**src/rtl/a2d_pkg.sv**
```systemverilog
// ----------------------------------------------------------------------------
// a2d_pkg
// Shared definitions for the A2D conversion scheduler: the scheduler state
// encoding, the default A2D channel addresses of the four sensors, and the
// fields used to build an SPI read command {opcode, channel, pad}.
// No ports (package).
// ----------------------------------------------------------------------------
package a2d_pkg;

    typedef enum logic [2:0] {
        IDLE,
        CMD,
        WAIT1,
        GAP,
        READ,
        WAIT2
    } a2d_state_t;

    // Default A2D channel addresses for each sensor
    localparam logic [2:0] A2D_CH_LFT   = 3'd0;
    localparam logic [2:0] A2D_CH_RGHT  = 3'd4;
    localparam logic [2:0] A2D_CH_STEER = 3'd5;
    localparam logic [2:0] A2D_CH_BATT  = 3'd6;

    // Round-robin pointer values, in sweep order
    localparam logic [1:0] PTR_LFT   = 2'd0;
    localparam logic [1:0] PTR_RGHT  = 2'd1;
    localparam logic [1:0] PTR_STEER = 2'd2;
    localparam logic [1:0] PTR_BATT  = 2'd3;

    // Read command layout: {A2D_RD_OP, channel[2:0], A2D_CMD_PAD}
    localparam logic [1:0]  A2D_RD_OP   = 2'b00;
    localparam logic [10:0] A2D_CMD_PAD = 11'h000;

endpackage

```
**src/rtl/a2d_conv_sched.sv**
```systemverilog
// ----------------------------------------------------------------------------
// a2d_conv_sched
// Round-robin conversion scheduler sitting between the balance/steering logic
// and the shared SPI master. Each nxt request runs one conversion on the next
// channel (left load, right load, steer pot, battery): a command frame whose
// reply is stale and thrown away, a one-clock CS-high gap, then a second frame
// with the same command whose reply holds the result.
//
// Ports
//   clk        in   system clock
//   rst_n      in   asynchronous active-low reset
//   nxt        in   one-clock request to start the next conversion
//   done       in   SPI transaction-complete pulse
//   rd_data    in   [15:0] SPI receive word, valid with done
//   wrt        out  one-clock start pulse to the SPI master
//   cmd        out  [15:0] SPI transmit word
//   lft_ld     out  [11:0] left load-cell result
//   rght_ld    out  [11:0] right load-cell result
//   steer_pot  out  [11:0] steer pot result
//   batt       out  [11:0] battery result
//   busy       out  conversion in progress
//   sweep_done out  one-clock pulse when the battery result is captured
//   err        out  one-clock pulse when a transaction times out
// ----------------------------------------------------------------------------
module a2d_conv_sched
    import a2d_pkg::*;
#(
    parameter int         TIMEOUT  = 1023,
    parameter logic [2:0] CH_LFT   = A2D_CH_LFT,
    parameter logic [2:0] CH_RGHT  = A2D_CH_RGHT,
    parameter logic [2:0] CH_STEER = A2D_CH_STEER,
    parameter logic [2:0] CH_BATT  = A2D_CH_BATT
) (
    input  logic        clk,
    input  logic        rst_n,
    input  logic        nxt,
    input  logic        done,
    input  logic [15:0] rd_data,
    output logic        wrt,
    output logic [15:0] cmd,
    output logic [11:0] lft_ld,
    output logic [11:0] rght_ld,
    output logic [11:0] steer_pot,
    output logic [11:0] batt,
    output logic        busy,
    output logic        sweep_done,
    output logic        err
);

    localparam int TMR_W = $clog2(TIMEOUT + 1);
    // The counter is still one short of TIMEOUT on the clock it would reach
    // it, so the abort lands exactly TIMEOUT clocks into a wait state.
    localparam logic [TMR_W-1:0] TMR_LAST = TMR_W'(TIMEOUT - 1);

    a2d_state_t       state;
    logic [1:0]       ptr;
    logic [TMR_W-1:0] tmr;
    logic [2:0]       chnl;
    logic             timed_out;

    // Only the 12-bit conversion result is kept; the upper reply bits are
    // don't-care from the A2D.
    logic unused_rd_hi;
    assign unused_rd_hi = &{1'b0, rd_data[15:12]};

    always_comb begin
        chnl = CH_LFT;
        case (ptr)
            PTR_LFT:   chnl = CH_LFT;
            PTR_RGHT:  chnl = CH_RGHT;
            PTR_STEER: chnl = CH_STEER;
            PTR_BATT:  chnl = CH_BATT;
            default:   chnl = CH_LFT;
        endcase
    end

    assign timed_out = (tmr == TMR_LAST);

    // In both wait states done takes priority over the timeout, so a reply
    // arriving on the expiry clock still completes normally. A timeout leaves
    // ptr alone so the same channel is retried on the next request.
    always_ff @(posedge clk or negedge rst_n) begin
        if (!rst_n) begin
            state      <= IDLE;
            ptr        <= PTR_LFT;
            tmr        <= '0;
            wrt        <= 1'b0;
            cmd        <= 16'h0000;
            lft_ld     <= 12'h000;
            rght_ld    <= 12'h000;
            steer_pot  <= 12'h000;
            batt       <= 12'h000;
            busy       <= 1'b0;
            sweep_done <= 1'b0;
            err        <= 1'b0;
        end else begin
            wrt        <= 1'b0;
            sweep_done <= 1'b0;
            err        <= 1'b0;
            case (state)
                IDLE: begin
                    if (nxt) begin
                        wrt   <= 1'b1;
                        cmd   <= {A2D_RD_OP, chnl, A2D_CMD_PAD};
                        tmr   <= '0;
                        busy  <= 1'b1;
                        state <= CMD;
                    end
                end
                CMD: begin
                    state <= WAIT1;
                end
                WAIT1: begin
                    if (done) begin
                        state <= GAP;
                    end else if (timed_out) begin
                        err   <= 1'b1;
                        busy  <= 1'b0;
                        state <= IDLE;
                    end else begin
                        tmr <= tmr + TMR_W'(1);
                    end
                end
                GAP: begin
                    wrt   <= 1'b1;
                    tmr   <= '0;
                    state <= READ;
                end
                READ: begin
                    state <= WAIT2;
                end
                WAIT2: begin
                    if (done) begin
                        case (ptr)
                            PTR_LFT:   lft_ld    <= rd_data[11:0];
                            PTR_RGHT:  rght_ld   <= rd_data[11:0];
                            PTR_STEER: steer_pot <= rd_data[11:0];
                            default:   batt      <= rd_data[11:0];
                        endcase
                        sweep_done <= (ptr == PTR_BATT);
                        ptr        <= ptr + 2'd1;
                        busy       <= 1'b0;
                        state      <= IDLE;
                    end else if (timed_out) begin
                        err   <= 1'b1;
                        busy  <= 1'b0;
                        state <= IDLE;
                    end else begin
                        tmr <= tmr + TMR_W'(1);
                    end
                end
                default: begin
                    busy  <= 1'b0;
                    state <= IDLE;
                end
            endcase
        end
    end

endmodule

```
**config.mk**
```make
export PLATFORM = sky130hd
export DESIGN_NAME = a2d_conv_sched
export DESIGN_NICKNAME = d
export VERILOG_FILES = /design/src/rtl/a2d_pkg.sv /design/src/rtl/a2d_conv_sched.sv
export SDC_FILE = /design/constraint.sdc
export NUM_CORES = 1
export LEC_CHECK = 0
export ABC_AREA = 0
export BUFFER_PORTS_ARGS = -buffer_cell sky130_fd_sc_hd__buf_4
export CORE_ASPECT_RATIO = 1.75
export CORE_MARGIN = 2
export CORE_UTILIZATION = 47
export CTS_CLUSTER_SIZE = 8
export DETAILED_ROUTE_END_ITERATION = 8
export PLACE_DENSITY = 0.75
export SLEW_MARGIN = 10
export SYNTH_ARGS = -nofsm -noshare
export SYNTH_HDL_FRONTEND = slang
export SYNTH_SLANG_ARGS = --single-unit
```
**constraint.sdc**
```tcl
create_clock -name clk -period 1.86 [get_ports clk]
set_input_delay 0.372 -clock clk [delete_from_list [all_inputs] [get_ports clk]]
set_output_delay 0.372 -clock clk [all_outputs]
set_load 0.005 [all_outputs]
```
* Yosys cells after proc, flatten, opt, wreduce, memory -nomap -nowiden *
Cells that the tools add are included.

storage, ports and cells
  bits in registers = 70
  input bits = 20
  output and inout port bits = 68

cells by class
  add/subtract/negate cells = 2
  equal/unequal tests = 13
  multiplexer cells = 22
  bitwise logic cells = 2
  reductions and logical operators = 14

operators by type and width
  cell                                            count
  2-to-1 mux 10 bit                               3
  case mux 10 bit (3 select lines)                1
  case mux 3 bit (6 select lines)                 1
  AND reduction 3 bit                             5
  2-to-1 mux 3 bit                                4
  case mux 3 bit (4 select lines)                 1
  adder 10 x 1 -> 10 bit (second input constant)  1
  == test 10 bit (second input constant)          1
  2-to-1 mux 1 bit                                10
  inequality test 2 bit (second input constant)   4
  == test 3 x 2 -> 1 bit (second input constant)  2
  == test 3 bit (second input constant)           2
  OR reduction 3 bit                              2
  == test 2 bit (second input constant)           2
  case mux 1 bit (4 select lines)                 1
  AND reduction 2 bit                             2
  AND reduction 4 bit                             1
  == test 3 x 1 -> 1 bit (second input constant)  1
  zero test 3 bit                                 1
  nonzero test 3 bit                              1
  adder 2 x 1 -> 2 bit (second input constant)    1
  == test 2 x 1 -> 1 bit (second input constant)  1
  zero test 2 bit                                 1
  NOT 1 bit                                       2
  2 further kinds                                 2

* Depth between registers and ports, before layout *
Gate-level depths: netlist of the first run.

  depth in word-level cells = 4
  gate-level depth with buffers = 7
  gate-level depth less buffers = 6

* Least setup slack after synthesis of the first run *
OpenSTA, ideal clock, no wires.

  path kind = register to register
  from = register state[1]
  to = register tmr[3]
  setup time = 0.079 ns
  arrival time = 1.683 ns
  path slack = 0.097 ns
  stages on the path, launching flop included = 6
  period minus slack after synthesis = 1.763 ns
  cells stage by stage = dfrtp_1 > or4b_4 > buf_6 > o221a_4 > a2111oi_4 > mux2i_1

between the ends
  longest elaborated chain between the ends = 4
  elaborated cells between the ends (all ways) = 11

RTL lines
  item                                                                          line                   source
  from (decl)                                                                   a2d_conv_sched.sv:55   a2d_state_t state;
  from (signal assigned)                                                        a2d_conv_sched.sv:84   state <= IDLE;
  from (signal assigned)                                                        a2d_conv_sched.sv:107  state <= CMD;
  from (signal assigned)                                                        a2d_conv_sched.sv:111  state <= WAIT1;
  == test 3 bit or == test 3 x 2 -> 1 bit (tied branches)                       a2d_conv_sched.sv:100  case (state)
  OR reduction 2 bit (no source line)                                           n/a
  inequality test 2 bit (no source line) or nonzero test 3 bit (tied branches)  n/a
  AND reduction 4 bit (no source line)                                          n/a
  to (signal assigned)                                                          a2d_conv_sched.sv:121  tmr <= tmr + TMR_W'(1);
  to (signal assigned)                                                          a2d_conv_sched.sv:149  tmr <= tmr + TMR_W'(1);
  to (decl)                                                                     a2d_conv_sched.sv:57   logic [TMR_W-1:0] tmr;

Parallel ways exist; a longest one is shown, timed or not.
A chain may end at the register's enable or synchronous reset.

* Worst setup path in the final report of the first run *
  from = register state[0]
  to = register tmr[3]

The elaborated chain is that of the path after synthesis.

==> out/metrics.yaml, run 1 <==
grt_pass1_wl_um: 10800
cp_max_fo: 6
crit_chain: "or4b_4 -> o221a_4 -> a2111oi_4 -> mux2i_1"
cts_sinks: 70
multi_input_area_um2: 1330
netlist_area_um2: 3210
cp.depth: 4
max_freq_mhz: 559
p_seq_share_pct: 40.1
port_buffers: 70
num-nets-final: 359
reg2reg_setup_slack_ns: 0.07
power.density_nw_per_um2: 1350
seq_area_um2: 1750
drc: 0
finalHoldViolCount: 0
min_period_over_period_pct: 96.1
syn_to_final_growth_pct: 29.4
wl_per_cell_um: 15.9
synth_cell_types: 45
dp_cells: 401
place.gp.congestion: 0.870
num_vias: 2120
clock_power_share_pct: 27.4
grt_pass1_vias: 2191
status: "complete, no violations"
synth_area_leaders: "dfrtp_1 (55%), mux2_2 (11%), mux2_1 (7.0%), ha_1 (3.1%), buf_4 (3.0%)"
n_fill_cell: 537
avgSynthCellArea_um2: 13.0
worstHoldStart: "rd_data[3]"
combinationalPowerShare_pct: 32.5
die_h_um: 113
drive_gt1_share_pct: 42.1
first_pass_iters: 4
netlist.area_leader.share_pct: 54.6
cp-end-kind: "flip-flop"
r2r_end: "tmr[3]"
irDropWorstVdd_uv: 876
synthFlopType: "dfrtp_1"
switchingPower_w: 0.00168
p_int_w: 0.00390
fp.dieArea_um2: 7530
total_leakage_power_nw: 2.12
slowest_delay_ns: 0.57
antenna_found_initial: 0
diodes: 0
path_delay_family: "simple AND/OR/NAND/NOR gates"
cts_buffer_depth: 2
skew_ns: 0.00715
final_cells: 417
yosys_warnings: 0
worstPathRequired_ns: 2.11
min_path_type: "in2reg"
grt_max_degree: 33
grt_setup_unrepaired: "true"
setup_viol: 0
drt-initial-drc-count: 99
via_per_inst: 5.08
reg2regPathDepth: 4
hold_path_depth: 2
post-cts-setup-buffers: 0
synth_cells: 246
maxCapViolCount: 0
cp_data_arrival_time_ns: 2.03
dpl.hpwl_um: 4770
slew_viol_final: 0
cts_tree: "done"
finalCriticalPeriod_ns: 1.79
min_to: "rght_ld[3]"
clk_latency_ns: 0.33
cts_made_buffers: 9
layout_setup_ws_ns: 0.0721
async_flop_share_pct: 100
start_util_pct: 48.7
ys_ff_latch: 70
slowest_stage: "or4b_4"
start_kind: "flip-flop"
critPathBufInv: 0
cts_max_level: 3
ioPinCount: 88
wl_um: 6620
ant_nets: 0
cts_root_buf: "clkbuf_16"
synth_area_leader_cell: "dfrtp_1"
ys_seq_area_share_pct: 54.6
preCtsSetupSlack_ns: 0.0302
final_util_pct: 63.0
die_w_um: 66.4
coreArea_um2: 6590
grt_usage_pct: 19.1
r2r_start: "state[0]"
row_count: 39
synth-edff-count: 0
critical_path_class: "reg2reg"
swShare_pct: 30.2
clkTransAtPathRegs_ns: 0.05
grt-ovfl-total: 0
==> placed cells by master (no fill, tap or decap), types with 2 or more instances in the layout <==
cell type / netlist / final
nor4b_2: 2 / 2
nand2_1: 19 / 19
nor4_2: 1 / 2
clkbuf_1: 3 / 2
or3b_1: 2 / 2
o21ai_0: 3 / 3
a21oi_1: 2 / 2
buf_4: 13 / 84
conb_1: 1 / 13
inv_1: 9 / 9
nor2_1: 4 / 4
nor2b_1: 3 / 3
ha_1: 8 / 8
mux2i_1: 7 / 7
mux2_1: 20 / 20
nand3_1: 3 / 3
o31ai_1: 2 / 2
nor3_1: 4 / 4
dfrtp_1: 70 / 70
nand2b_1: 8 / 8
clkbuf_16: 0 / 9
mux2_2: 30 / 30
==> power by group through the flow <==
stage / registers, W / logic (W) / clock network, W
2_1_floorplan: 0.00224 / 0.000928 / 0
3_3_place_gp: 0.00223 / 0.00175 / 0
3_5_place_dp: 0.00226 / 0.00180 / 0
4_1_cts: 0.00224 / 0.00182 / 0.00156
5_1_grt: 0.00230 / 0.00198 / 0.00161
6_report: 0.00224 / 0.00181 / 0.00153
==> worst register-to-register path, cell delays in order, from the launching register on <==
cell and delay [ns]:
dfrtp_1 0.41, or4b_4 0.57, o221a_4 0.19, a2111oi_4 0.34, mux2i_1 0.21
==> worst max-delay path by stage <==
| stage | from | endpoint | slack [ns] |
|---|---|---|---|
| 6_report | state[0] | tmr[3] | 0.07 |
| 4_1_cts | tmr[0] | tmr[0] | 0.02 |
| 3_5_place_dp | tmr[0] | tmr[0] | 0.03 |
| 5_1_grt | state[0] | tmr[3] | -0.01 |
| 2_1_floorplan | state[1] | tmr[3] | 0.1 |
| 3_3_place_gp | nxt | tmr[5] | 0.12 |
==> routing by layer <==
metal	track usage, %	routed length, um
met5	0	0
met4	7.07	122
met3	5.07	337
met2	33.1	3610
met1	22.1	2560
==> area by class of cell <==
cell class                 count  share of cell area [%]
clock buffer                  12                    5.94
clock inverter                 3                   0.513
inverter                       9                   0.814
multi-input combinational    155                    32.1
sequential                    70                    42.2
tap                           82                    2.47
timing repair buffer          86                    15.9
==> cell usage after synthesis (2+ instances only) <==
master / n
or3_1: 2
nor4_1: 2
nand2_1: 19
nor4b_2: 2
mux2_1: 20
o31ai_1: 2
mux2_2: 30
o21ai_0: 3
clkbuf_1: 3
ha_1: 8
buf_4: 13
a21oi_1: 2
nor2b_1: 3
nand2b_1: 8
nor3_1: 4
nand3_1: 3
dfrtp_1: 70
or3b_1: 2
nor2_1: 4
buf_2: 7
mux2i_1: 7
inv_1: 9
==> repair_timing <==
item / CTS / global route
hold buffers: 1 / 0
gates resized for setup: 0 / 4
endpoints found under the setup margin: 0 / 5
endpoints found under the hold margin: 30 / 0
==> cells by family after synthesis <==
kind of cell	Yosys count	synth area share (%)
flip-flops	70	54.6
multiplexers	57	19.7
AND/OR/NAND/NOR	55	10.4
buffers and inverters	33	5.89
AO/OA/AOI/OAI	21	5.85
adder cells (fa/ha/maj)	8	3.12
other	1	0.117
XOR/XNOR	1	0.273
==> per-stage QoR <==
stage               instance area [um2]  total power [W]  hold WS, ns  TNS, ns
floorplan                          3250          0.00316       0.0764        0
global placement                   3850          0.00397        0.323        0
detailed placement                 3850          0.00406        0.334        0
CTS                                4130          0.00562        0.278        0
global route                       4150          0.00589        0.286  -0.0191
finish                             4150          0.00558        0.282        0
==> sequential cells by signal, summed over array words and instances, names as in the netlist <==
| signal | cells |
|---|---|
| busy | 1 |
| ptr | 2 |
| sweep_done | 1 |
| lft_ld | 12 |
| state | 3 |
| rght_ld | 12 |
| wrt | 1 |
| err | 1 |
| tmr | 10 |
| batt | 12 |
| cmd | 3 |
| steer_pot | 12 |
Power figures use the tool's default switching activity.
==> run 2, diff against run 1 <==
--- a/config.mk
+++ b/config.mk
@@ -6,7 +6,7 @@
 export NUM_CORES = 1
 export LEC_CHECK = 0
 export ABC_AREA = 0
-export BUFFER_PORTS_ARGS = -buffer_cell sky130_fd_sc_hd__buf_4
+export BUFFER_PORTS_ARGS = -buffer_cell sky130_fd_sc_hd__buf_2
 export CORE_ASPECT_RATIO = 1.75
 export CORE_MARGIN = 2
 export CORE_UTILIZATION = 47
==> run 2 against run 1 <==
Compared with the run above: first-iteration DRC count rose by 15%; die area did not move; non-clock buffer count fell by 2; clock power rose by 20%; via count rose by 0.42%; maximum frequency rose by 0.11%; sequential share of layout area rose by 1.4 points; design area fell by 3.2%; critical path type unchanged; largest power group unchanged.
==> out/metrics.yaml, run 2 (same netlist as run 1, synthesis figures left out) <==
status: "complete, no violations"
clk_latency_ns: 0.33
final_area_um2: 4020
start_util_pct: 48.7
grt_pass1_vias: 2141
combinationalPowerShare_pct: 27.9
num-nets-final: 357
wl_met1_um: 2500
fin_tns_setup_ns: 0
layout_common_cells: "buf_2 (70), dfrtp_1 (69), mux2_2 (30)"
ioPinCount: 88
min_period_over_period_pct: 96.0
cts_tree: "done"
switchingPower_w: 0.00167
place.gp.congestion: 0.871
grt_setup_unrepaired: "true"
min_path_type: "in2async"
cp_max_fo: 8
routed-wl-met2_um: 3380
cts_max_level: 3
clkTransAtPathRegs_ns: 0.06
finalHoldViolCount: 0
max_freq_mhz: 560
placed_area_um2: 3660
cts_made_buffers: 9
hold_slack_ns: 0.0290
setup_viol: 0
via_per_inst: 5.12
worstPathRequired_ns: 2.12
slew_viol_final: 0
row_count: 39
antenna_found_initial: 0
cts_sinks: 70
syn_to_final_growth_pct: 25.2
num_vias: 2129
p_int_w: 0.00397
drc: 0
clock_power_share_pct: 32.7
start_kind: "flip-flop"
grt_max_degree: 71
irDropWorstVdd_uv: 866
die_w_um: 66.4
finalCriticalPeriod_ns: 1.79
multi_input_area_um2: 1340
grt_pass1_wl_um: 10300
total_leakage_power_nw: 2.12
drive_gt1_share_pct: 43.1
wl_per_cell_um: 15.1
wl_um: 6300
coreArea_um2: 6590
layout_commonest_cell: "buf_2"
ant_nets: 0
cts_root_buf: "clkbuf_16"
port_buffers: 70
dr_wl_met3_um: 315
cp_data_arrival_time_ns: 2.04
critical_path_class: "reg2reg"
first_pass_iters: 4
skew_ns: 0.00441
routed.top_layer: "met4"
power.total_w: 0.00564
dpl.hpwl_um: 4510
p_seq_share_pct: 39.4
grt-ovfl-total: 0
grt_usage_pct: 18.4
n_fill_cell: 554
cp-end-kind: "flip-flop"
power.density_nw_per_um2: 1400
maxCapViolCount: 0
drt-initial-drc-count: 114
die_h_um: 113
cts_buffer_depth: 2
diodes: 0
swShare_pct: 29.6
fp.dieArea_um2: 7530
seq_area_um2: 1750
## run 2: cell types whose count changed in the layout (fill, tap and decap cells not counted), sizes merged
cell / before / now
dlygate4sd3: 1 / 0
clkinvlp: 1 / 2
bufinv: 0 / 2
buf: 85 / 84
clkbuf: 12 / 10
## run 2: through the flow
step	setup slack [ns]	utilization [%]	cells
global placement	0.0352	55.6	399
global route	-0.00583	61.0	416
CTS	0.00313	60.5	415
floorplan	0.0972	-	258
detailed placement	0.0182	55.6	399
finish	0.0741	61.0	416
## run 2: worst paths after layout
kind | from | end | slack [ns] | cells past startpoint
max in group asynchronous | rst_n | tmr[8] | 1.50 | 2
worst max register to register | state[1] | tmr[8] | 0.07 | 4
worst max-delay path | state[1] | tmr[8] | 0.07 | 4
worst min register to register | batt[9] | batt[9] | 0.49 | 1
worst min-delay path | rst_n | steer_pot[0] | 0.03 | 2
min in group clk | rd_data[5] | batt[5] | 0.29 | 2
## run 2: per-layer routing
| layer | vias up | GRT usage [%] |
|---|---|---|
| met2 | 58 | 30.8 |
| met5 | - | 0 |
| met4 | 0 | 6.94 |
| met1 | 1064 | 21.9 |
| li1 | 999 | - |
| met3 | 8 | 5.77 |
## run 2: power groups by stage
stage	sequential, W	combinational [W]	clock (W)
after floorplan	0.00224	0.000928	0
after global placement	0.00222	0.00152	0
after detailed placement	0.00225	0.00158	0
after CTS	0.00223	0.00158	0.00187
after global routing	0.00229	0.00175	0.00194
final	0.00223	0.00157	0.00184
## run 2: cell type report
cell class / instances / share of cell area (%)
clock inverters: 6 / 2.12
well taps: 82 / 2.55
multi-input cells: 155 / 33.2
clock buffers: 10 / 5.95
inverters: 9 / 0.841
repair buffers: 84 / 11.7
flip-flops and latches: 70 / 43.6
## run 2: worst max-delay path: stages (launching register included)
cell and delay (ns):
dfrtp_2 0.45, or4b_4 0.58, o221a_4 0.18, nor4b_2 0.30, mux2i_1 0.20
## run 2: what timing repair did
item,in CTS,in global routing
buffers inserted,0,1
endpoints found under the hold margin,0,0
gates resized for setup,0,5
hold buffers,0,0
setup endpoints to repair,0,9
==> run 3, diff against run 2 <==
--- a/config.mk
+++ b/config.mk
@@ -8,10 +8,10 @@
 export ABC_AREA = 0
 export BUFFER_PORTS_ARGS = -buffer_cell sky130_fd_sc_hd__buf_2
 export CORE_ASPECT_RATIO = 1.75
-export CORE_MARGIN = 2
 export CORE_UTILIZATION = 47
 export CTS_CLUSTER_SIZE = 8
 export DETAILED_ROUTE_END_ITERATION = 8
+export GPL_ROUTABILITY_DRIVEN = 0
 export PLACE_DENSITY = 0.75
 export SLEW_MARGIN = 10
 export SYNTH_ARGS = -nofsm -noshare
==> run 3 against run 2 <==
Compared with the run above: non-clock buffer count down 1; first-iteration DRC count is 35% lower; critical path depth stayed put; sequential power about the same; wire length is 0.92% higher; via count fell by 0.28%.
==> out/metrics.yaml, run 3 (same netlist as run 1, synthesis figures left out) <==
status: "complete, no violations"
worstPathRequired_ns: 2.10
preCtsSetupSlack_ns: 0.0412
clock_power_share_pct: 27.8
reg2reg_setup_slack_ns: 0.09
power.total_w: 0.00529
antenna_found_initial: 0
cts_made_buffers: 9
met1_usage_pct: 19.8
cts_max_level: 3
crit_start: "state[0]"
multi_input_area_um2: 1330
drive_gt1_share_pct: 41.7
path_delay_family: "simple AND/OR/NAND/NOR gates"
via_per_inst: 5.14
use_met3_pct: 5.97
min_path_type: "in2async"
busiest_layer: "met2"
dp_cells: 399
row_count: 39
syn_to_final_growth_pct: 22.8
r2r_end: "tmr[3]"
r2r_start: "state[0]"
hold_buffers: 0
wl_um: 6360
reg2regPathDepth: 4
finalHoldViolCount: 0
start_kind: "flip-flop"
p_int_w: 0.00368
cp_max_fo: 6
wl_per_cell_um: 15.4
critical_path_class: "reg2reg"
total_leakage_power_nw: 2.09
grt-ovfl-total: 0
ioPinCount: 88
critPathBufInv: 0
cts_buffer_depth: 2
cts_root_buf: "clkbuf_16"
drt-initial-drc-count: 74
endpoint: "tmr[3]"
coreArea_um2: 6540
ant_nets: 0
p_seq_share_pct: 41.9
setup_viol: 0
start_util_pct: 49.0
num-nets-final: 356
n_fill_cell: 546
slowest_stage: "or4b_4"
grt_pass1_wl_um: 10400
clk_latency_ns: 0.32
diodes: 0
cp.depth: 4
swShare_pct: 30.4
grt_pass1_vias: 2241
grt_setup_unrepaired: "false"
combinationalPowerShare_pct: 30.3
first_pass_iters: 4
use_met2_pct: 34.8
cts_tree: "done"
clkTransAtPathRegs_ns: 0.05
seq_area_um2: 1750
skew_ns: 0.00726
maxCapViolCount: 0
finalCriticalPeriod_ns: 1.77
layout_common_cells: "dfrtp_1 (70), buf_2 (70), mux2_2 (30)"
min_period_over_period_pct: 95.4
grt_usage_pct: 19.2
die_w_um: 64.4
irDropWorstVdd_uv: 1060
slowest_delay_ns: 0.56
max_freq_mhz: 564
num_vias: 2123
fp.dieArea_um2: 7170
dpl.hpwl_um: 4550
slew_viol_final: 0
cts_sinks: 70
switchingPower_w: 0.00160
die_h_um: 111
grt_max_degree: 71
layout_setup_ws_ns: 0.0855
port_buffers: 70
hold_slack_ns: 0.0659
final_cells: 413
cp_data_arrival_time_ns: 2.02
fin_tns_setup_ns: 0
cp-end-kind: "flip-flop"
power.density_nw_per_um2: 1340
crit_chain: "or4b_4 -> o221a_4 -> a2111oi_4 -> mux2i_1"
drc: 0
-- run 3: metal layers --
metal  share of wire [%]  up-vias
met4                 1.9        0
met3                 5.5        9
met5                   0        -
met2                  56       66
met1                  36     1055
li1                    -      993
-- run 3: worst reg2reg max path, stage by stage, from the launching register on --
cell and delay (ns):
dfrtp_1 0.40, or4b_4 0.56, o221a_4 0.19, a2111oi_4 0.33, mux2i_1 0.21
-- run 3: worst min path at each step --
stage                     start          end  slack (ns)  depth (start not counted)
after global placement    rst_n   rght_ld[3]        0.42                          2
after floorplan           rst_n      batt[0]        0.08                          0
after detailed placement  rst_n   rght_ld[3]        0.42                          2
final                     rst_n   rght_ld[3]        0.07                          2
after global routing      rst_n   rght_ld[3]         0.1                          2
after CTS                 rst_n  rght_ld[10]        0.08                          2
-- run 3: timing repair --
item	4_1_cts	5_1_grt
setup endpoints to repair	0	4
hold endpoints to repair	0	0
buffers inserted	0	0
resized for setup	0	4
-- run 3: final cells by class --
cell class	count	share of cell area, %
flip-flops and latches	70	44.5
well taps	82	2.61
multi-input cells	155	33.8
clock buffers	12	6.26
repair buffers	83	11.7
inverters	9	0.858
clock inverters	2	0.254
-- run 3: power groups by stage --
stage	combinational [W]	sequential, W	clock [W]
final	0.00160	0.00221	0.00147
after global routing	0.00177	0.00226	0.00156
after CTS	0.00161	0.00222	0.00151
after detailed placement	0.00160	0.00223	0
after global placement	0.00153	0.00221	0
after floorplan	0.000928	0.00224	0
-- run 3: per-stage QoR --
stage	util [%]	area, um2
after floorplan	-	3250
after global placement	56.0	3660
after detailed placement	56.0	3660
after CTS	59.9	3920
after global routing	60.2	3940
final	60.2	3940
